[src/rtl/store_pkg.sv]
// Shared constants and state encoding for the store-path write formatter.
package store_pkg;

  localparam logic [6:0] OPC_STORE = 7'b0100011;

  localparam logic [2:0] F3_SB = 3'b000;
  localparam logic [2:0] F3_SH = 3'b001;
  localparam logic [2:0] F3_SW = 3'b010;

  typedef enum logic [1:0] {
    IDLE,
    BEAT0,
    BEAT1
  } state_e;

endpackage

[src/rtl/store_lane_gen.sv]
// Combinational lane generator: turns a store encoding, byte offset and rs2 value into a
// two-word byte mask and lane-aligned data. The upper word is non-zero only for stores
// that cross a word boundary.
module store_lane_gen
  import store_pkg::*;
#(
  parameter int unsigned WIDTH = 32,
  localparam int unsigned Lanes = WIDTH / 8,
  localparam int unsigned OffW = $clog2(Lanes)
) (
  input  logic [6:0]         opcode,
  input  logic [2:0]         funct3,
  input  logic [OffW-1:0]    off,
  input  logic [WIDTH-1:0]   data,
  output logic [2*Lanes-1:0] mask,
  output logic [2*WIDTH-1:0] wdata,
  output logic               legal
);

  logic [Lanes-1:0] size_mask;
  logic [WIDTH-1:0] data_kept;

  // Decode access size, keep only the stored bytes, then shift both into lane position.
  always_comb begin
    size_mask = '0;
    legal     = 1'b0;
    case (funct3)
      F3_SB: begin
        size_mask = Lanes'(1);
        legal     = (opcode == OPC_STORE);
      end
      F3_SH: begin
        size_mask = Lanes'(3);
        legal     = (opcode == OPC_STORE);
      end
      F3_SW: begin
        size_mask = '1;
        legal     = (opcode == OPC_STORE);
      end
      default: begin
        size_mask = '0;
        legal     = 1'b0;
      end
    endcase

    for (int i = 0; i < Lanes; i++) begin
      data_kept[8*i +: 8] = size_mask[i] ? data[8*i +: 8] : 8'h00;
    end

    mask  = {{Lanes{1'b0}}, size_mask} << off;
    wdata = {{WIDTH{1'b0}}, data_kept} << {off, 3'b000};
  end

endmodule

[src/rtl/store_align.sv]
// Store-path write formatter: accepts one store per handshake, aligns rs2 data into byte
// lanes and writes it through a word-addressed req/ack port, splitting misaligned stores
// into two aligned beats. done/err are registered one-cycle pulses.
module store_align
  import store_pkg::*;
#(
  parameter int unsigned WIDTH = 32,
  localparam int unsigned Lanes = WIDTH / 8,
  localparam int unsigned OffW = $clog2(Lanes)
) (
  input  logic             clk,
  input  logic             reset,
  input  logic             req_valid,
  output logic             req_ready,
  input  logic [WIDTH-1:0] inst,
  input  logic [WIDTH-1:0] addr,
  input  logic [WIDTH-1:0] data,
  output logic             mem_req,
  output logic [WIDTH-1:0] mem_addr,
  output logic [WIDTH-1:0] mem_wdata,
  output logic [Lanes-1:0] mem_be,
  input  logic             mem_ack,
  output logic             done,
  output logic             err
);

  state_e state_q, state_d;

  // Current beat drives the memory port directly; the second beat waits in hi_*.
  logic [WIDTH-1:0] addr_q, addr_d;
  logic [WIDTH-1:0] wdata_q, wdata_d;
  logic [Lanes-1:0] be_q, be_d;
  logic [WIDTH-1:0] hi_wdata_q, hi_wdata_d;
  logic [Lanes-1:0] hi_be_q, hi_be_d;
  logic             done_q, done_d;
  logic             err_q, err_d;

  logic [2*Lanes-1:0] gen_mask;
  logic [2*WIDTH-1:0] gen_wdata;
  logic               gen_legal;

  // Only opcode and funct3 matter for a store.
  logic unused_inst;
  assign unused_inst = ^{inst[WIDTH-1:15], inst[11:7]};

  store_lane_gen #(
    .WIDTH(WIDTH)
  ) u_lane_gen (
    .opcode(inst[6:0]),
    .funct3(inst[14:12]),
    .off   (addr[OffW-1:0]),
    .data  (data),
    .mask  (gen_mask),
    .wdata (gen_wdata),
    .legal (gen_legal)
  );

  // State and beat registers with synchronous reset.
  always_ff @(posedge clk) begin
    if (reset) begin
      state_q    <= IDLE;
      addr_q     <= '0;
      wdata_q    <= '0;
      be_q       <= '0;
      hi_wdata_q <= '0;
      hi_be_q    <= '0;
      done_q     <= 1'b0;
      err_q      <= 1'b0;
    end else begin
      state_q    <= state_d;
      addr_q     <= addr_d;
      wdata_q    <= wdata_d;
      be_q       <= be_d;
      hi_wdata_q <= hi_wdata_d;
      hi_be_q    <= hi_be_d;
      done_q     <= done_d;
      err_q      <= err_d;
    end
  end

  // Next-state logic: accept in IDLE, advance a beat on each ack.
  always_comb begin
    state_d    = state_q;
    addr_d     = addr_q;
    wdata_d    = wdata_q;
    be_d       = be_q;
    hi_wdata_d = hi_wdata_q;
    hi_be_d    = hi_be_q;
    done_d     = 1'b0;
    err_d      = 1'b0;

    case (state_q)
      IDLE: begin
        if (req_valid) begin
          if (gen_legal) begin
            state_d    = BEAT0;
            addr_d     = {addr[WIDTH-1:OffW], {OffW{1'b0}}};
            be_d       = gen_mask[Lanes-1:0];
            wdata_d    = gen_wdata[WIDTH-1:0];
            hi_be_d    = gen_mask[2*Lanes-1:Lanes];
            hi_wdata_d = gen_wdata[2*WIDTH-1:WIDTH];
          end else begin
            err_d = 1'b1;
          end
        end
      end
      BEAT0: begin
        if (mem_ack) begin
          if (|hi_be_q) begin
            // Next word wraps naturally at the top of the address space.
            state_d = BEAT1;
            addr_d  = addr_q + WIDTH'(Lanes);
            be_d    = hi_be_q;
            wdata_d = hi_wdata_q;
          end else begin
            state_d = IDLE;
            done_d  = 1'b1;
          end
        end
      end
      BEAT1: begin
        if (mem_ack) begin
          state_d = IDLE;
          done_d  = 1'b1;
        end
      end
      default: state_d = IDLE;
    endcase
  end

  assign req_ready = (state_q == IDLE) && !reset;
  assign mem_req   = (state_q != IDLE);
  assign mem_addr  = addr_q;
  assign mem_wdata = wdata_q;
  assign mem_be    = be_q;
  assign done      = done_q;
  assign err       = err_q;

endmodule
[config.mk]
export PLATFORM = sky130hd
export DESIGN_NAME = store_align
export DESIGN_NICKNAME = d
export VERILOG_FILES = /design/src/rtl/store_pkg.sv /design/src/rtl/store_lane_gen.sv /design/src/rtl/store_align.sv
export SDC_FILE = /design/constraint.sdc
export NUM_CORES = 1
export LEC_CHECK = 0
export ABC_AREA = 1
export CORE_ASPECT_RATIO = 2
export CORE_MARGIN = 5
export CORE_UTILIZATION = 45
export CTS_CLUSTER_DIAMETER = 30
export CTS_CLUSTER_SIZE = 40
export DETAILED_ROUTE_END_ITERATION = 10
export PLACE_DENSITY = 0.87
export SLEW_MARGIN = 5
export SYNTH_ARGS = -nofsm -noshare
export SYNTH_HDL_FRONTEND = slang
export SYNTH_SLANG_ARGS = --single-unit
[constraint.sdc]
create_clock -name clk -period 1.8 [get_ports clk]
set_input_delay 0.36 -clock clk [delete_from_list [all_inputs] [get_ports clk]]
set_output_delay 0.36 -clock clk [all_outputs]
set_load 0.02 [all_outputs]
==> results by stage <==
Placement:
- The count of buffers inserted at the top-level ports is between 100 and 150.
- The HPWL after detailed placement is ~17000 um.
- The placed instance count is between 1000 and 1500.
- The placed instances occupy a cell area of 0.00784 mm^2.
- At the end of routability-driven placement, the weighted congestion stood at between 0.9 and 1.

Detailed routing:
- The count of nets left with antenna violations once routing finished came out at 0.
- In this run, the number of DRC markers left after iteration 0 of detailed routing was around 530.
- In the routed layout, each cell is associated on average with a via count of about 5.6.
- The number of search-and-repair iterations in the first detailed-routing pass is 5.
- The wire length after detailed routing is 24800 um.
- In the routed design, unresolved DRC markers number 0.
- The average wire per cell in the routed design is 18.6 um.
- The via count is approximately 7500.

Run status:
- The checks that failed: negative setup slack.
- The run finished, with violations left.

Timing:
- The final period utilization is 101%.
- The worst pin sits at a relative slew slack of a little under three fifths.
- The total setup violations reported at the end of the flow is 8.
- Timing would allow up to 549 MHz.
- Once routing completed, OpenROAD measured the worst setup slack at -0.0217 ns.
- The number of failing hold endpoints at the final stage is 0.
- The post-layout minimum cycle time is 1.82 ns.
- Setup repair after global routing could not meet its margin everywhere.
- On the final layout, the worst hold slack is 0.467 ns.
- The final-report max-slew violation count was 0.
- The worst clock skew is roughly 0.011 ns.
- The worst-margin pin slew is roughly 0.65 ns.

Finish:
- The finished layout holds between 1000 and 1500 standard cells, fillers aside.
- The finished layout cell area is approximately 0.009 mm^2.
- The final layout contains between 1000 and 1500 nets.
- Compared with the post-synthesis result, the final layout area differs by 51.1%.
- The final core utilization is between 60 and 70%.
- The share of cells above drive strength 1 is between 10% and 20%.
- The number of filler instances in the final layout is 1063.
- The repair_antennas step left the layout with diodes totalling 0.

Floorplanning:
- The die covers between 0.015 and 0.02 mm^2.
- The total area inside the core boundary comes to between 0.01 and 0.015 mm^2.
- The initial utilization of the core area, before any placement, comes to 46.1%.
- In this run the vertical extent of the chip is between 150 and 200 um.
- The floorplan has between 50 and 60 rows.
- Measured along the x axis, the die boundary spans between 90 and 100 um.
- Pin placement for this block handled 172 I/O pins.

Global routing:
- For this run, the total global-route usage over all layers was measured as around 28%.
- The largest net degree at the start of global routing is 53.
- The total overflow left after global routing is 0.
- The first global-routing pass estimated 35000 um of wire.
- The number of antenna violations at the first check in global routing was 0.
- The via count of the first global-routing pass was roughly 7100.

Yosys:
- The number of instances in the synthesized netlist is about 980.
- After Yosys synthesis, full adders, half adders and majority gates account for 1.08% of the synthesized area.
- Of the synthesized area, sequential elements account for between 30% and 40%.
- The synthesized-area fraction occupied by xor and xnor cells is 0.151%.
- Yosys printed 0 warnings.
- The share of cell area taken by muxes after synthesis is 0%.
- The area fraction in and, or, nand and nor cells after synthesis is 40.4%.
- After synthesis the netlist holds a flip-flop and latch count of slightly below 100.
- The number of different library cells used by synthesis comes to 32.
- The dominant combinational cell family by area after synthesis is simple AND/OR/NAND/NOR gates.
- After synthesis, the mean cell area works out to around 6 um^2.
- The post-synth design cell area is 0.00582 mm^2.
- The compound-gate portion of the synthesized area is roughly 16%.

Power:
- The proportion of power drawn by the clock network is 25.7%.
- The leakage dissipation is 3.93 nW.
- Combinational logic is responsible for around 44% of the overall power.
- The power per cell area is 957 mW/mm^2.
- The analysis attributes to net switching a power of ~0.0031 W.
- Per report_power, the sequential group accounts for between 30% and 40% of the total.
- The worst vdd rail ir drop is approximately 0.00065 V.
- Net switching is a little under two fifths of the power.
- The internal power of the cells is around 0.0053 W.
- The total power is roughly 0.0084 W.

Min path:
- The path class of the lowest-slack min-delay path is flip-flop to flip-flop.

Setup path:
- The element type at the critical path start is a flip-flop.
- The data arrival time of the worst path is 2.09 ns.
- The kind of capture point of the worst setup path is a flip-flop.
- The worst-path maximum fanout is 13.
- The type of the worst setup path is flip-flop to flip-flop.
- The required time reported for the critical path endpoint is 2.07 ns.

CTS:
- The number of buffers added by the clock tree synthesis step is 9.
- Counting every sink on the clock net gives 97.
- The H-tree depth is 3.
- The maximum root-to-sink buffer count is 2.
- The clock latency on the worst-skew pair is between 0.3 and 0.4 ns.
- The clock slew at the register clock pins of the worst setup and hold paths is ~0.07 ns.
- The cell sitting at the root of the clock tree is a sky130_fd_sc_hd__clkbuf_16.
- TritonCTS built the clock tree.

Run:
- The max-cap violation count is 0.
[Yosys cell counts]
cell | instances | area [um^2]
sky130_fd_sc_hd__o21ai_0 | 55 | 275
sky130_fd_sc_hd__buf_6 | 5 | 56.3
sky130_fd_sc_hd__clkbuf_1 | 21 | 78.8
sky130_fd_sc_hd__buf_1 | 7 | 26.3
sky130_fd_sc_hd__nor2_1 | 123 | 462
sky130_fd_sc_hd__dfxtp_1 | 97 | 1940
sky130_fd_sc_hd__or2_2 | 3 | 18.8
sky130_fd_sc_hd__inv_2 | 3 | 11.3
sky130_fd_sc_hd__nand2_1 | 341 | 1280
sky130_fd_sc_hd__buf_4 | 8 | 60.1
sky130_fd_sc_hd__inv_1 | 67 | 251
sky130_fd_sc_hd__conb_1 | 1 | 3.75
sky130_fd_sc_hd__o211ai_1 | 1 | 7.51
sky130_fd_sc_hd__nand2_2 | 3 | 18.8
sky130_fd_sc_hd__nand4_1 | 4 | 25.0
sky130_fd_sc_hd__nand3b_1 | 9 | 67.6
sky130_fd_sc_hd__a21boi_0 | 1 | 7.51
sky130_fd_sc_hd__nor2_2 | 5 | 31.3
sky130_fd_sc_hd__nand3_2 | 2 | 20.0
sky130_fd_sc_hd__nor3_1 | 1 | 5.00
sky130_fd_sc_hd__buf_2 | 10 | 50.1
sky130_fd_sc_hd__ha_1 | 5 | 62.6
sky130_fd_sc_hd__xor2_1 | 1 | 8.76
sky130_fd_sc_hd__o2111ai_1 | 1 | 8.76
sky130_fd_sc_hd__clkbuf_2 | 1 | 5.00
sky130_fd_sc_hd__nand3_1 | 82 | 410
sky130_fd_sc_hd__a21oi_1 | 103 | 515
sky130_fd_sc_hd__a21oi_2 | 1 | 8.76
sky130_fd_sc_hd__o21ai_1 | 1 | 5.00
sky130_fd_sc_hd__o22ai_1 | 8 | 50.1
sky130_fd_sc_hd__o21bai_1 | 4 | 30.0
sky130_fd_sc_hd__or2_1 | 2 | 12.5
[sequential cells by signal (all words and copies together), names as in the netlist]
register	flops
state_q	2
mem_addr	30
err	1
mem_be	4
mem_wdata	32
done	1
hi_wdata_q	24
hi_be_q	3
[stage by stage]
stage	setup WS (ns)	TNS (ns)
2_1_floorplan	0.0654	0
5_1_grt	-0.0774	-0.800
6_report	-0.0217	-0.0906
4_1_cts	-0.00257	-0.00257
3_5_place_dp	-0.454	-25.76
3_3_place_gp	-0.434	-21.87
[power groups by stage]
stage                     Clock [W]  Sequential, W  Combinational [W]
final                       0.00216        0.00257            0.00368
after global routing        0.00226        0.00260            0.00388
after CTS                   0.00217        0.00256            0.00298
after detailed placement          0        0.00260            0.00284
after global placement            0        0.00260            0.00281
after floorplan                   0        0.00279            0.00138
[logic make-up (layout without fill, tap and decap cells)]
kind of cell | Yosys count | in the layout
and+or+nand+nor | 575 | 575
other | 1 | 2
buffers and inverters | 122 | 328
xor gates and xnor gates | 1 | 1
DFF | 97 | 97
adders and majority gates | 5 | 5
AOI/OAI and AO/OA | 175 | 175
[routing by layer]
metal	part of all wire (%)	global-route usage (%)	vias to the layer above
met2	53	53.7	391
met3	5.9	2.99	124
met1	32	26.8	3415
met5	0	0	-
met4	9.2	23.5	0
li1	-	-	3535
[worst max-delay path, cell delays in order, from the launching register on]
cell	delay [ns]
sky130_fd_sc_hd__dfxtp_2	0.33
sky130_fd_sc_hd__inv_2	0.08
sky130_fd_sc_hd__ha_4	0.22
sky130_fd_sc_hd__inv_4	0.06
sky130_fd_sc_hd__or2_4	0.24
sky130_fd_sc_hd__nand4_1	0.10
sky130_fd_sc_hd__buf_6	0.15
sky130_fd_sc_hd__clkbuf_16	0.17
sky130_fd_sc_hd__buf_16	0.15
sky130_fd_sc_hd__nand2_1	0.08
sky130_fd_sc_hd__a21oi_2	0.15
[repair_timing]
item	CTS	global route
hold buffers	0	0
endpoints found under the setup margin	73	84
pin swaps	0	11
buffers inserted	4	10
resized for setup	23	87
cloned	1	10
[placed cells by master, fill, tap and decap left out, types with 2 or more instances in the layout]
master and n:
sky130_fd_sc_hd__nand3b_1 9, sky130_fd_sc_hd__conb_1 2, sky130_fd_sc_hd__or2_2 3, sky130_fd_sc_hd__buf_6 8, sky130_fd_sc_hd__dlygate4sd2_1 8, sky130_fd_sc_hd__clkbuf_16 17
sky130_fd_sc_hd__buf_4 66, sky130_fd_sc_hd__o21ai_0 42, sky130_fd_sc_hd__o21ai_1 13, sky130_fd_sc_hd__nand3_2 2, sky130_fd_sc_hd__nand2_1 336, sky130_fd_sc_hd__a21oi_1 92
sky130_fd_sc_hd__o22ai_1 8, sky130_fd_sc_hd__ha_1 3, sky130_fd_sc_hd__buf_12 12, sky130_fd_sc_hd__nand4_1 4, sky130_fd_sc_hd__nor2_1 114, sky130_fd_sc_hd__a21oi_2 11
sky130_fd_sc_hd__clkdlybuf4s50_1 112, sky130_fd_sc_hd__nand2_2 7, sky130_fd_sc_hd__dlymetal6s2s_1 24, sky130_fd_sc_hd__bufinv_16 2, sky130_fd_sc_hd__inv_2 7, sky130_fd_sc_hd__or2_4 2
sky130_fd_sc_hd__dfxtp_1 95, sky130_fd_sc_hd__nand3_1 81, sky130_fd_sc_hd__o21bai_1 4, sky130_fd_sc_hd__inv_6 2, sky130_fd_sc_hd__inv_1 62, sky130_fd_sc_hd__nor2_4 6
sky130_fd_sc_hd__nor2_2 8, sky130_fd_sc_hd__dfxtp_2 2
[worst paths after layout]
kind | start | to | slack (ns) | cells after the start
worst max-delay path | state_q[1] | mem_wdata[26] | -0.02 | 10
worst min-delay path | mem_wdata[12] | mem_wdata[12] | 0.47 | 2
worst max register to register | state_q[1] | mem_wdata[26] | -0.02 | 10
worst min register to register | mem_wdata[12] | mem_wdata[12] | 0.47 | 2
[final cells by class]
type	instances	area (um^2)	share of cell area (%)
clock buffers	11	243	2.76
clock inverters	5	85.1	0.968
inverters	70	265	3.02
multi-input cells	758	3490	39.7
flip-flops and latches	97	1940	22.1
well taps	150	188	2.14
repair buffers	242	2570	29.3
Note: power is estimated with default switching activity, not from simulation.
